**src/rtl/frame_rate_monitor_pkg.sv**
```systemverilog
// Shared FSM encoding and status-word layout for the frame rate monitor.
package frame_rate_monitor_pkg;

    typedef enum logic [1:0] {
        ST_DISABLED = 2'd0,
        ST_ARM      = 2'd1,
        ST_COUNT    = 2'd2
    } fsm_state_t;

    localparam int unsigned WORD_W    = 32;
    localparam int unsigned VALID_BIT = 31;
    localparam int unsigned STALL_BIT = 30;
    localparam int unsigned SEQ_LSB   = 16;
    localparam int unsigned SEQ_W     = 8;
    localparam int unsigned COUNT_LSB = 0;
    localparam int unsigned COUNT_W   = 16;
    localparam int unsigned EMPTY_W   = 8;

endpackage

```
**src/rtl/fps_edge_detect.sv**
```systemverilog
// Registers vsync and emits a one-cycle frame_start on the selected edge.
module fps_edge_detect #(
    parameter int unsigned VSYNC_POL = 1
) (
    input  logic clk,
    input  logic resetn,
    input  logic vsync,
    output logic frame_start
);

    localparam bit RISING = (VSYNC_POL != 0);

    logic vsync_q;
    logic edge_c;

    // Edge of interest, compared against the previous vsync sample.
    always_comb begin
        edge_c = RISING ? (vsync & ~vsync_q) : (~vsync & vsync_q);
    end

    // Sample vsync and register the pulse (one cycle after the change).
    always_ff @(posedge clk) begin
        if (!resetn) begin
            vsync_q     <= 1'b0;
            frame_start <= 1'b0;
        end else begin
            vsync_q     <= vsync;
            frame_start <= edge_c;
        end
    end

endmodule

```
**src/rtl/frame_rate_monitor.sv**
```systemverilog
// Counts frame starts per one-second window and measures the frame period.
module frame_rate_monitor
    import frame_rate_monitor_pkg::*;
#(
    parameter int unsigned CLK_FREQ_HZ   = 100_000_000,
    parameter int unsigned CNT_WIDTH     = 16,
    parameter int unsigned VSYNC_POL     = 1,
    parameter int unsigned STALL_WINDOWS = 2
) (
    input  logic        clk,
    input  logic        resetn,
    input  logic        enable,
    input  logic        vsync,
    output logic [31:0] frames_per_second,
    output logic [31:0] frame_period,
    output logic        fps_update
);

    localparam int unsigned TMR_W = $clog2(CLK_FREQ_HZ + 1);
    localparam logic [TMR_W-1:0]     TMR_LAST = TMR_W'(CLK_FREQ_HZ - 1);
    localparam logic [CNT_WIDTH-1:0] CNT_MAX  = '1;
    localparam logic [EMPTY_W-1:0]   STALL_TH = EMPTY_W'(STALL_WINDOWS);

    fsm_state_t           state_q, state_d;
    logic                 frame_start;
    logic [TMR_W-1:0]     timer_q;
    logic [CNT_WIDTH-1:0] run_cnt_q;
    logic [EMPTY_W-1:0]   empty_q;
    logic [31:0]          period_cnt_q;

    logic                 start_c;
    logic                 close_c;
    logic                 clear_c;
    logic [CNT_WIDTH-1:0] cnt_now_c;
    logic [EMPTY_W-1:0]   empty_now_c;

    fps_edge_detect #(
        .VSYNC_POL (VSYNC_POL)
    ) u_edge (
        .clk         (clk),
        .resetn      (resetn),
        .vsync       (vsync),
        .frame_start (frame_start)
    );

    // Next state and per-cycle control; disable overrides everything.
    always_comb begin
        state_d = state_q;
        start_c = 1'b0;
        close_c = 1'b0;
        clear_c = 1'b0;
        case (state_q)
            ST_DISABLED: begin
                if (enable) state_d = ST_ARM;
            end
            ST_ARM: begin
                if (frame_start) begin
                    state_d = ST_COUNT;
                    start_c = 1'b1;
                end
            end
            ST_COUNT: begin
                if (timer_q == TMR_LAST) close_c = 1'b1;
            end
            default: state_d = ST_DISABLED;
        endcase
        if (!enable) begin
            state_d = ST_DISABLED;
            start_c = 1'b0;
            close_c = 1'b0;
            clear_c = 1'b1;
        end
    end

    // Running count including this cycle's frame (saturating), and the
    // empty-window tally that would result if the window closed now.
    always_comb begin
        cnt_now_c = run_cnt_q;
        if ((state_q == ST_COUNT) && frame_start && (run_cnt_q != CNT_MAX))
            cnt_now_c = run_cnt_q + CNT_WIDTH'(1);
        if (cnt_now_c != '0)
            empty_now_c = '0;
        else if (empty_q == '1)
            empty_now_c = empty_q;
        else
            empty_now_c = empty_q + EMPTY_W'(1);
    end

    // State register, window timer, period measurement and publishing.
    always_ff @(posedge clk) begin
        if (!resetn) begin
            state_q           <= ST_DISABLED;
            timer_q           <= '0;
            run_cnt_q         <= '0;
            empty_q           <= '0;
            period_cnt_q      <= '0;
            frames_per_second <= '0;
            frame_period      <= '0;
            fps_update        <= 1'b0;
        end else begin
            state_q    <= state_d;
            fps_update <= 1'b0;
            if (clear_c) begin
                timer_q                      <= '0;
                run_cnt_q                    <= '0;
                empty_q                      <= '0;
                period_cnt_q                 <= '0;
                frames_per_second[VALID_BIT] <= 1'b0;
            end else if (start_c) begin
                // Arming frame: frame 1 of window 1, timer was 0 this cycle.
                timer_q      <= TMR_W'(1);
                run_cnt_q    <= CNT_WIDTH'(1);
                period_cnt_q <= 32'd1;
            end else if (state_q == ST_COUNT) begin
                if (frame_start) begin
                    frame_period <= period_cnt_q;
                    period_cnt_q <= 32'd1;
                end else if (period_cnt_q != 32'hFFFF_FFFF) begin
                    period_cnt_q <= period_cnt_q + 32'd1;
                end
                if (close_c) begin
                    timer_q   <= '0;
                    run_cnt_q <= '0;
                    empty_q   <= empty_now_c;
                    frames_per_second[COUNT_LSB +: COUNT_W] <= COUNT_W'(cnt_now_c);
                    frames_per_second[SEQ_LSB +: SEQ_W] <=
                        frames_per_second[SEQ_LSB +: SEQ_W] + SEQ_W'(1);
                    frames_per_second[VALID_BIT] <= 1'b1;
                    frames_per_second[STALL_BIT] <= (empty_now_c >= STALL_TH);
                    fps_update <= 1'b1;
                end else begin
                    timer_q   <= timer_q + TMR_W'(1);
                    run_cnt_q <= cnt_now_c;
                end
            end
        end
    end

endmodule
```
**config.mk**
```make
export PLATFORM = sky130hd
export DESIGN_NAME = frame_rate_monitor
export DESIGN_NICKNAME = d
export VERILOG_FILES = /design/src/rtl/frame_rate_monitor_pkg.sv /design/src/rtl/fps_edge_detect.sv /design/src/rtl/frame_rate_monitor.sv
export SDC_FILE = /design/constraint.sdc
export NUM_CORES = 1
export LEC_CHECK = 0
export ABC_AREA = 1
export CAP_MARGIN = 30
export CORE_MARGIN = 2
export CORE_UTILIZATION = 60
export CTS_BUF_LIST = sky130_fd_sc_hd__clkbuf_4
export CTS_CLUSTER_DIAMETER = 150
export DETAILED_ROUTE_END_ITERATION = 10
export PLACE_DENSITY = 0.83
export SLEW_MARGIN = 10
export SYNTH_ARGS = -nofsm -noshare
export SYNTH_HDL_FRONTEND = slang
export SYNTH_SLANG_ARGS = --single-unit
export TNS_END_PERCENT = 1
```
**constraint.sdc**
```tcl
create_clock -name clk -period 2.45 [get_ports clk]
set_input_delay 0.735 -clock clk [delete_from_list [all_inputs] [get_ports clk]]
set_output_delay 0.735 -clock clk [all_outputs]
set_load 0.005 [all_outputs]
```
==> impl_results.md <==
- Headroom to the max-slew limit: about 66%
- Hold-fix buffer count after cts: 0
- Routed via count: slightly above 7000
- Area of the mapped netlist: between 0.007 and 0.008 sq mm
- GR Overflow Total: 0
- Fraction of final layout cells with drive strength greater than 1: ~9%
- Clock Skew: approximately 15 ps
- Worst Max-Slew Pin Slew: 505 ps
- Family with the most delay on the worst path: buffers and inverters
- Die Footprint: ~0.013 sq mm
- Area taken by multi-input logic gates: around 0.004 sq mm
- Seq/Total Area, Yosys: 39.5%
- Part of the power in registers: 62.5%
- Hold EP: u_edge.frame_start
- Status: completed
- PD cells: between 400 and 500 mW/mm^2
- Switching power summed over all nets: between 0.0009 and 0.001 W
- Buffer type at the clock tree root: sky130_fd_sc_hd__clkbuf_4
- Total of max-cap violations: 0
- Synthesis Warnings: 0
- Count of buffers from port buffering: 62
- Row cnt: 40
- List of cells traversed by the critical path: clkdlybuf4s50_1
- Worst hold path class: flip-flop to flip-flop
- Overall global routing resource usage: 27.9%
- Count of H-tree levels built during CTS: 4
- Routed wire length: about 18000 um
- CTS Buffer Depth: 2
- Net count of the finished layout: between 1000 and 1500
- Final Cycle Share: 92.8%
- Pre-CTS WS: -180 ps
- Bufs and invs on worst path: 1
- Post-detailed-route DRC marker count: 0
- Internal Pwr Total: approximately 0.0029 W
- CTS tree: yes
- Post-route minimum period: 2270 ps
- Share of power burned in combinational logic: between 2 and 3%
- Top-level port count: 69
- Antenna violations before repair: 0
- Via-per-instance ratio: around 5.5
- Endpoint of the worst register-to-register path: frames_per_second[30]
- Proportion of total power due to net switching: between 20% and 30%
- DR iter-0 viols: approximately 540
- Cells after synthesis: 1082
- Fin Hold WS: roughly 390 ps
- Data required, critical path: between 1500 and 2000 ps
- Routed wire per std cell: around 14 um
- Final setup slack of the worst path: between 150 and 200 ps
- Final number of hold-violating endpoints: 0
- Worst-Skew Late Latency: about 560 ps
- Cell total after placement: ~1300
- Critical Path Slowest Stage Cell: sky130_fd_sc_hd__clkdlybuf4s50_1
- Total area of sequential cells: between 0.002 and 0.003 sq mm
- Maximum vdd ir drop: approximately 400 uV
- Area inside the core boundary: between 0.01 and 0.015 sq mm
- DP Wirelength: 13400 um
- CTS buffer count: 17
- Number of pins exceeding their max-slew limit in the final report: 0
- Max frequency: roughly 440 MHz
- First-pass GRT wire length: ~30000 um
- Largest net degree at the start of global routing: 39
- Netlist cell types: 46
- Largest fanout on the critical path: 5
- Kind of end point of the critical path: output pin
- Number of filler instances in the final layout: between 1000 and 1500
- Layout-stage area growth over the synthesis result: 15.3%
- Final design utilization: between 70% and 80%
- Max stage delay on crit path: 540 ps
- Kind of critical path: flip-flop to output pin
- Register clock-pin slew on the reported worst setup and hold paths: around 120 ps
- Critical register-to-register path startpoint: run_cnt_q[1]
- Final Wtd Congestion: about 0.95
- R2r worst-path depth: 15
- Number of antenna-violating nets in the routed design: 0
- Number of sinks handled by clock tree synthesis: ~150
- Final setup viols: 0
- ANT cells: 0
- Final Instance Count excl. Fillers: around 1300
- Die boundary height: roughly 120 um
- Data arrival time of the worst path: 1540 ps
- Clock power share: 34.7%
- Source of the worst hold timing path: u_edge.vsync_q
- Number of cells on the worst hold path: 1
- Reg2reg setup slack: approximately 180 ps
- Flip-flop and latch count after synthesis: around 150
- CP Launch Type: flip-flop
- Via count of the first global-routing pass: around 6300
- Detailed-routing iteration count for the pre-antenna-repair pass: 5
- Leakage power summed over all cells: ~3 nW
- Effective utilization at floorplan: about three fifths
- Horizontal die dimension: about 120 um
- Average cell area after synthesis: 6.84 sq um
[routing by layer]
metal / routed length, um / GRT usage (%) / share of wire, % / vias to the layer above
met3: 1050 / 6.17 / 5.9 / 20
met5: 0 / 0 / 0 / -
met2: 8030 / 44.2 / 45 / 214
li1: - / - / - / 3712
met4: 218 / 7.95 / 1.2 / 0
met1: 8530 / 38.6 / 48 / 3241
[worst max path at each step]
stage	startpoint	to	depth (start not counted)
2_1_floorplan	enable	frames_per_second[20]	11
3_3_place_gp	enable	frames_per_second[30]	12
3_5_place_dp	enable	frames_per_second[30]	12
4_1_cts	run_cnt_q[1]	frames_per_second[30]	15
5_1_grt	run_cnt_q[1]	frames_per_second[30]	15
6_report	frames_per_second[16]	frames_per_second[16]	1
[cells in the final DEF (no fill, tap or decap), types with 2 or more instances in the layout]
| cell type | netlist | layout |
|---|---|---|
| sky130_fd_sc_hd__nand2_1 | 229 | 229 |
| sky130_fd_sc_hd__dfxtp_1 | 146 | 146 |
| sky130_fd_sc_hd__nor2_1 | 128 | 125 |
| sky130_fd_sc_hd__inv_1 | 98 | 98 |
| sky130_fd_sc_hd__a21oi_1 | 98 | 98 |
| sky130_fd_sc_hd__nand3_1 | 82 | 82 |
| sky130_fd_sc_hd__nor3_1 | 68 | 68 |
| sky130_fd_sc_hd__clkdlybuf4s50_1 | 0 | 62 |
| sky130_fd_sc_hd__o21ai_0 | 43 | 43 |
| sky130_fd_sc_hd__buf_4 | 6 | 27 |
| sky130_fd_sc_hd__nand4_1 | 20 | 20 |
| sky130_fd_sc_hd__xor2_1 | 20 | 20 |
| sky130_fd_sc_hd__clkbuf_4 | 0 | 18 |
| sky130_fd_sc_hd__xnor2_1 | 12 | 12 |
| sky130_fd_sc_hd__nand2_2 | 11 | 11 |
| sky130_fd_sc_hd__inv_2 | 11 | 11 |
| sky130_fd_sc_hd__nor4_1 | 11 | 11 |
| sky130_fd_sc_hd__clkinv_1 | 4 | 8 |
| sky130_fd_sc_hd__nor2_2 | 5 | 7 |
| sky130_fd_sc_hd__nor2_4 | 5 | 6 |
| sky130_fd_sc_hd__conb_1 | 1 | 6 |
| sky130_fd_sc_hd__clkinv_2 | 0 | 5 |
| sky130_fd_sc_hd__nor3b_1 | 4 | 4 |
| sky130_fd_sc_hd__o21a_1 | 4 | 4 |
| sky130_fd_sc_hd__a31oi_1 | 4 | 4 |
| sky130_fd_sc_hd__ha_1 | 5 | 4 |
| sky130_fd_sc_hd__nand3b_1 | 3 | 3 |
| sky130_fd_sc_hd__a211oi_1 | 3 | 3 |
| sky130_fd_sc_hd__o21ai_1 | 3 | 3 |
| sky130_fd_sc_hd__o211ai_1 | 3 | 3 |
| sky130_fd_sc_hd__or2_2 | 3 | 3 |
| sky130_fd_sc_hd__buf_12 | 0 | 3 |
| sky130_fd_sc_hd__nand3_2 | 2 | 2 |
[area by class of cell]
type	count	share of cell area, %
well taps	147	2.16
inverters	113	4.97
clock buffers	18	1.58
clock inverters	13	1.11
multi-input cells	785	45.6
flip-flops and latches	146	34.2
repair buffers	92	10.4
[sequential cells by signal, summed over array words and instances (netlist names)]
name,flops
state_q,2
run_cnt_q,16
frames_per_second,26
u_edge.frame_start,1
empty_q,8
timer_q,27
period_cnt_q,32
fps_update,1
frame_period,32
u_edge.vsync_q,1
[cells by family (layout without fill, tap and decap cells)]
kind of cell | Yosys count | count (layout) | share of synthesized area [%]
and+or+nand+nor | 579 | 579 | 35.6
AOI/OAI and AO/OA | 163 | 163 | 11.7
buffers and inverters | 156 | 236 | 8.52
DFF | 146 | 146 | 39.5
xor gates and xnor gates | 32 | 32 | 3.79
adders and majority gates | 5 | 5 | 0.845
other | 1 | 6 | 0.0507
[cells in the mapped netlist (all sizes together)]
master     n  area, sq um
o211ai     3         22.5
ha         5         62.6
a21oi     98          490
nor3b      4         30.0
nor3      70          367
nand3     84          430
o21a       4         30.0
nor2     139          588
a31oi      4         25.0
o21bai     1         7.51
conb       1         3.75
dfxtp    146         2920
clkbuf    21         78.8
xor2      20          175
xnor2     12          105
buf       22          128
inv      109          409
a2bb2oi    1         8.76
and2       1         6.26
nor4b      1         8.76
a211oi     3         22.5
nor4      12         81.3
nand2    241          940
nand4     21          146
or2        3         18.8
nand3b     3         22.5
a221oi     1         8.76
o41ai      1         8.76
o21ai     47          239
clkinv     4         15.0
[metrics by stage]
step	cell area [sq um]	power (W)	TNS (ps)
3_5_place_dp	8260	0.00254	-4980
6_report	8530	0.00381	0
3_3_place_gp	8260	0.00254	-2290
5_1_grt	8530	0.00396	-19.8
2_1_floorplan	7420	0.00250	0
4_1_cts	8490	0.00383	0
[repair_timing]
action,4_1_cts,5_1_grt
endpoints found under the setup margin,0,2
buffers inserted,0,3
resized for setup,0,5
[power by group through the flow]
stage                     registers (W)  clock network, W   logic, W
after floorplan                 0.00243                 0  0.0000678
after global placement          0.00243                 0   0.000104
after detailed placement        0.00243                 0   0.000106
after CTS                       0.00238           0.00135   0.000106
after global routing            0.00238           0.00146   0.000117
final                           0.00238           0.00132   0.000107
(Power assumes the default switching activity.)
==> RTL edit 1, RTL diff (same settings) <==
The parameter `CLK_FREQ_HZ` goes from 100_000_000 to 50_000_000.
--- a/src/rtl/frame_rate_monitor.sv
+++ b/src/rtl/frame_rate_monitor.sv
@@ -2,7 +2,7 @@
 module frame_rate_monitor
     import frame_rate_monitor_pkg::*;
 #(
-    parameter int unsigned CLK_FREQ_HZ   = 100_000_000,
+    parameter int unsigned CLK_FREQ_HZ   = 50_000_000,
     parameter int unsigned CNT_WIDTH     = 16,
     parameter int unsigned VSYNC_POL     = 1,
     parameter int unsigned STALL_WINDOWS = 2
Check against the original RTL: same outputs for any inputs over 4 cycles, from zero or initial values and one cycle with resetn low; that may be too few to reach the edited logic, so the function may still have changed.
==> RTL edit 1 against the unedited design <==
- area after synthesis down 2.1%
- combinational power is essentially flat
- count of clock-buffer cells in the layout unchanged
- power grew 8.2%
- cell area shrank 0.10%
- sequential cell count decreased by 1
- synthesized cell count is 2.2% lower
- worst setup slack better by 0.012 ns
- clock skew increased by 0.0077 ns
- worst hold slack worse by 0.0018 ns
- wire length is 2.5% lower
- largest power group unchanged
==> RTL edit 1: results (changes against the unedited design) <==
stage;metric;value;unit;change
run_status;status;completed;;unchanged
setup_path;reg2regPathDepth;13;;was 15
placement;place_area;8180;um2;was 8260 um2
setup_path;critPathArrivalTime;2.76;ns;was 1.54 ns
synthesis;ys_types;42;;was 46
sta;whs;0.392;ns;was 0.394 ns
synthesis;netlist_instances;1058;;was 1082
setup_path;slowest_delay;0.37;ns;was 0.54 ns
placement;place_inst;1266;;was 1280
power_and_ir_drop;p_int;3.19;mW;was 2.89 mW
layout;post_route_cells_drive_above_1_share;9.30;%;was 9.00%
placement;gp_congestion;0.966;;was 0.946
setup_path;r2r-start;run_cnt_q[0];;was run_cnt_q[1]
global_routing;grt_pass1_vias;6288;;was 6264
global_routing;grt_pass1_wl;29200;um;was 29500 um
global_routing;grt_max_degree;36;;was 39
detailed_routing;num_vias;7177;;was 7187
setup_path;cpMaxStageDelayCell;dfxtp_1;;was clkdlybuf4s50_1
synthesis;netlist_top_cells_area;dfxtp_1, nand2_1, a21oi_1;;unchanged
global_routing;track_usage;27.5;%;was 27.9%
power_and_ir_drop;ir_drop;0.368;mV;was 0.404 mV
layout;top_regs;frame_period (32), period_cnt_q (32);;was frame_period (32), period_cnt_q (32), timer_q (27)
synthesis;ys_top_cells_by_count;nand2_1, dfxtp_1, nor2_1;;unchanged
placement;dpl.hpwl;12700;um;was 13400 um
sta;skew;0.0228;ns;was 0.0151 ns
## RTL edit 1: power groups by stage
stage | Combinational (mW) | Clock, mW | Sequential (mW)
after global routing | 0.119 | 1.78 | 2.36
after floorplan | 0.0725 | 0 | 2.41
after global placement | 0.104 | 0 | 2.42
final | 0.107 | 1.65 | 2.36
after detailed placement | 0.105 | 0 | 2.42
after CTS | 0.105 | 1.67 | 2.36
## RTL edit 1: how the worst max path moves through the flow
stage | startpoint | end | slack (ns) | cells after the start
floorplan | enable | period_cnt_q[10] | 0.37 | 8
global placement | enable | frames_per_second[11] | 0.03 | 9
detailed placement | enable | frames_per_second[22] | -0.12 | 8
CTS | run_cnt_q[1] | frames_per_second[30] | 0.08 | 13
global route | period_cnt_q[1] | period_cnt_q[18] | 0.01 | 10
finish | run_cnt_q[0] | frames_per_second[30] | 0.19 | 13
## RTL edit 1: logic make-up (layout without fill, tap and decap cells)
family,count (synthesis),after routing,synth area share (%)
other cells,1,6,0.0518
buf+inv,156,244,8.78
fa+ha+maj,5,5,0.864
xor+xnor,23,23,2.78
flops,145,145,40.1
compound gates,170,170,12.6
simple gates,558,558,34.9
## RTL edit 1: area by class of cell
| type | count | area, um2 |
|---|---|---|
| Timing Repair Buffer | 99 | 948 |
| Sequential cell | 145 | 2900 |
| Multi-Input combinational cell | 762 | 3760 |
| Clock inverter | 13 | 169 |
| Inverter | 114 | 428 |
| Fill cell | 1003 | 3390 |
| Clock buffer | 18 | 135 |
| Tap cell | 147 | 184 |
## RTL edit 1: metal layers
layer | vias up | GRT usage, % | share of wire, %
li1 | 3666 | - | -
met1 | 3235 | 38.8 | 48
met2 | 247 | 42.1 | 44
met3 | 29 | 5.84 | 6.3
met4 | 0 | 9.35 | 1.6
met5 | - | 0 | 0
==> RTL edit 2, RTL diff (same settings) <==
Made on the original files. Encoding of `fsm_state_t`: now one-hot (3 bits for 3 states).
--- a/src/rtl/frame_rate_monitor_pkg.sv
+++ b/src/rtl/frame_rate_monitor_pkg.sv
@@ -1,10 +1,10 @@
 // Shared FSM encoding and status-word layout for the frame rate monitor.
 package frame_rate_monitor_pkg;
 
-    typedef enum logic [1:0] {
-        ST_DISABLED = 2'd0,
-        ST_ARM      = 2'd1,
-        ST_COUNT    = 2'd2
+    typedef enum logic [2:0] {
+        ST_DISABLED = 3'b001,
+        ST_ARM      = 3'b010,
+        ST_COUNT    = 3'b100
     } fsm_state_t;
 
     localparam int unsigned WORD_W    = 32;
Check against the original RTL: same outputs for any inputs over 4 cycles, from zero or initial values and one cycle with resetn low; so few cycles prove little.
==> RTL edit 2 against the unedited design <==
- worst setup slack lost 0.013 ns
- sequential cell count grew 1
- clock power grew 19%
- area after synthesis grew 0.86%
- global-route usage shrank 0.43 points
- critical path depth grew 14
- power grew 6.6%
- worst hold slack gained 0.0062 ns
- synthesized cell count shrank 0.18%
- die area grew 0.84%
- wire length shrank 0.86%
- cell area grew 2.3%
- critical path type is now reg -> reg
- highest routed layer unchanged
==> RTL edit 2: results (changes against the unedited design) <==
stage;metric;value;unit;change
global_routing;grt_pass1_wl;29400;um;was 29500 um
global_routing;grt_pass1_vias;6412;;was 6264
global_routing;grt_max_degree;65;;was 39
synthesis;ys_types;50;;was 46
setup_path;slowest_delay;0.41;ns;was 0.54 ns
detailed_routing;wl_per_cell;13.2;um;was 13.6 um
layout;nFillCells;996;;was 1049
power_and_ir_drop;p_int;3.13;mW;was 2.89 mW
setup_path;worstPathMaxFanout;14;;was 5
detailed_routing;dr.first_iter.drc_count;648;;was 543
power_and_ir_drop;p_leak;3.25;nW;was 2.99 nW
run_status;status;completed;;unchanged
clocking;cts_buffers;17;;unchanged
synthesis;synth_top_area_cell;dfxtp_1;;unchanged
detailed_routing;dr.pass1.iters;6;;was 5
setup_path;worstSetupPathType;reg -> reg;;was reg -> out
placement;place_area;8430;um2;was 8260 um2
setup_path;cpMaxStageDelayCell;dfxtp_1;;was clkdlybuf4s50_1
placement;gp_congestion;0.970;;was 0.946
detailed_routing;num_vias;7205;;was 7187
synthesis;netlist_top_cells_area;dfxtp_1, nand2_1, nor2_1;;was dfxtp_1, nand2_1, a21oi_1
layout;nets;1173;;was 1164
setup_path;critPathTopFamily;simple AND/OR/NAND/NOR gates;;was buffers and inverters
global_routing;track_usage;27.5;%;was 27.9%
placement;dpl.hpwl;13000;um;was 13400 um
synthesis;ys_seq_area_share;39.4;%;was 39.5%
power_and_ir_drop;ir_drop;0.443;mV;was 0.404 mV
layout;post_route_cells_drive_above_1_share;10.5;%;was 9.00%
clocking;insertion_delay;0.57;ns;
synthesis;ys_top_cells_by_count;nand2_1, dfxtp_1, nor2_1;;unchanged
placement;place_ws;0.0705;ns;was -0.180 ns
-- RTL edit 2: power groups by stage --
stage / Clock [mW] / Combinational [mW] / Sequential (mW)
finish: 1.57 / 0.0973 / 2.39
CTS: 1.59 / 0.0961 / 2.40
global route: 1.68 / 0.109 / 2.40
detailed placement: 0 / 0.0959 / 2.45
global placement: 0 / 0.0955 / 2.45
floorplan: 0 / 0.0638 / 2.45
-- RTL edit 2: cell families after synthesis --
group                      after synthesis  share of synthesized area [%]
DFF                                    147                           39.4
adders and majority gates                5                          0.838
and+or+nand+nor                        555                           34.3
other                                    1                         0.0502
buffers and inverters                  174                           9.62
xor gates and xnor gates                23                           2.70
AOI/OAI and AO/OA                      175                           13.1
-- RTL edit 2: per-stage QoR --
step                      cells  util (%)  power (mW)
after floorplan            1085         -        2.51
after global placement     1313      69.9        2.54
after detailed placement   1313      69.9        2.55
after CTS                  1344      72.2        4.08
after global routing       1344      72.4        4.19
final                      1344      72.4        4.06
-- RTL edit 2: layer usage --
layer / global-route usage, % / vias to the layer above / routed length, um
met5: 0 / - / 0
met4: 9.08 / 0 / 241
met3: 5.60 / 23 / 1120
met2: 42.9 / 257 / 7870
met1: 38.3 / 3214 / 8450
li1: - / 3711 / -
-- RTL edit 2: worst paths after layout --
path / to / slack, ns / cells past startpoint
min reg2reg: u_edge.frame_start / 0.40 / 1
min: u_edge.frame_start / 0.40 / 1
max: frames_per_second[30] / 0.16 / 15
max reg2reg: frames_per_second[30] / 0.16 / 15
-- RTL edit 2: layout make-up --
class                   count  area [um2]  share of cell area [%]
clock buffers              19         143                    1.63
clock inverters            12         140                    1.61
inverters                 134         505                    5.79
multi-input cells         764        3840                    44.0
flip-flops and latches    147        2940                    33.7
well taps                 168         210                    2.41
repair buffers            100         943                    10.8
-- RTL edit 2: timing repair --
item                       in CTS  in global routing
setup endpoints to repair       0                  6
resized for setup               0                  6
setup buffers                   0                  0
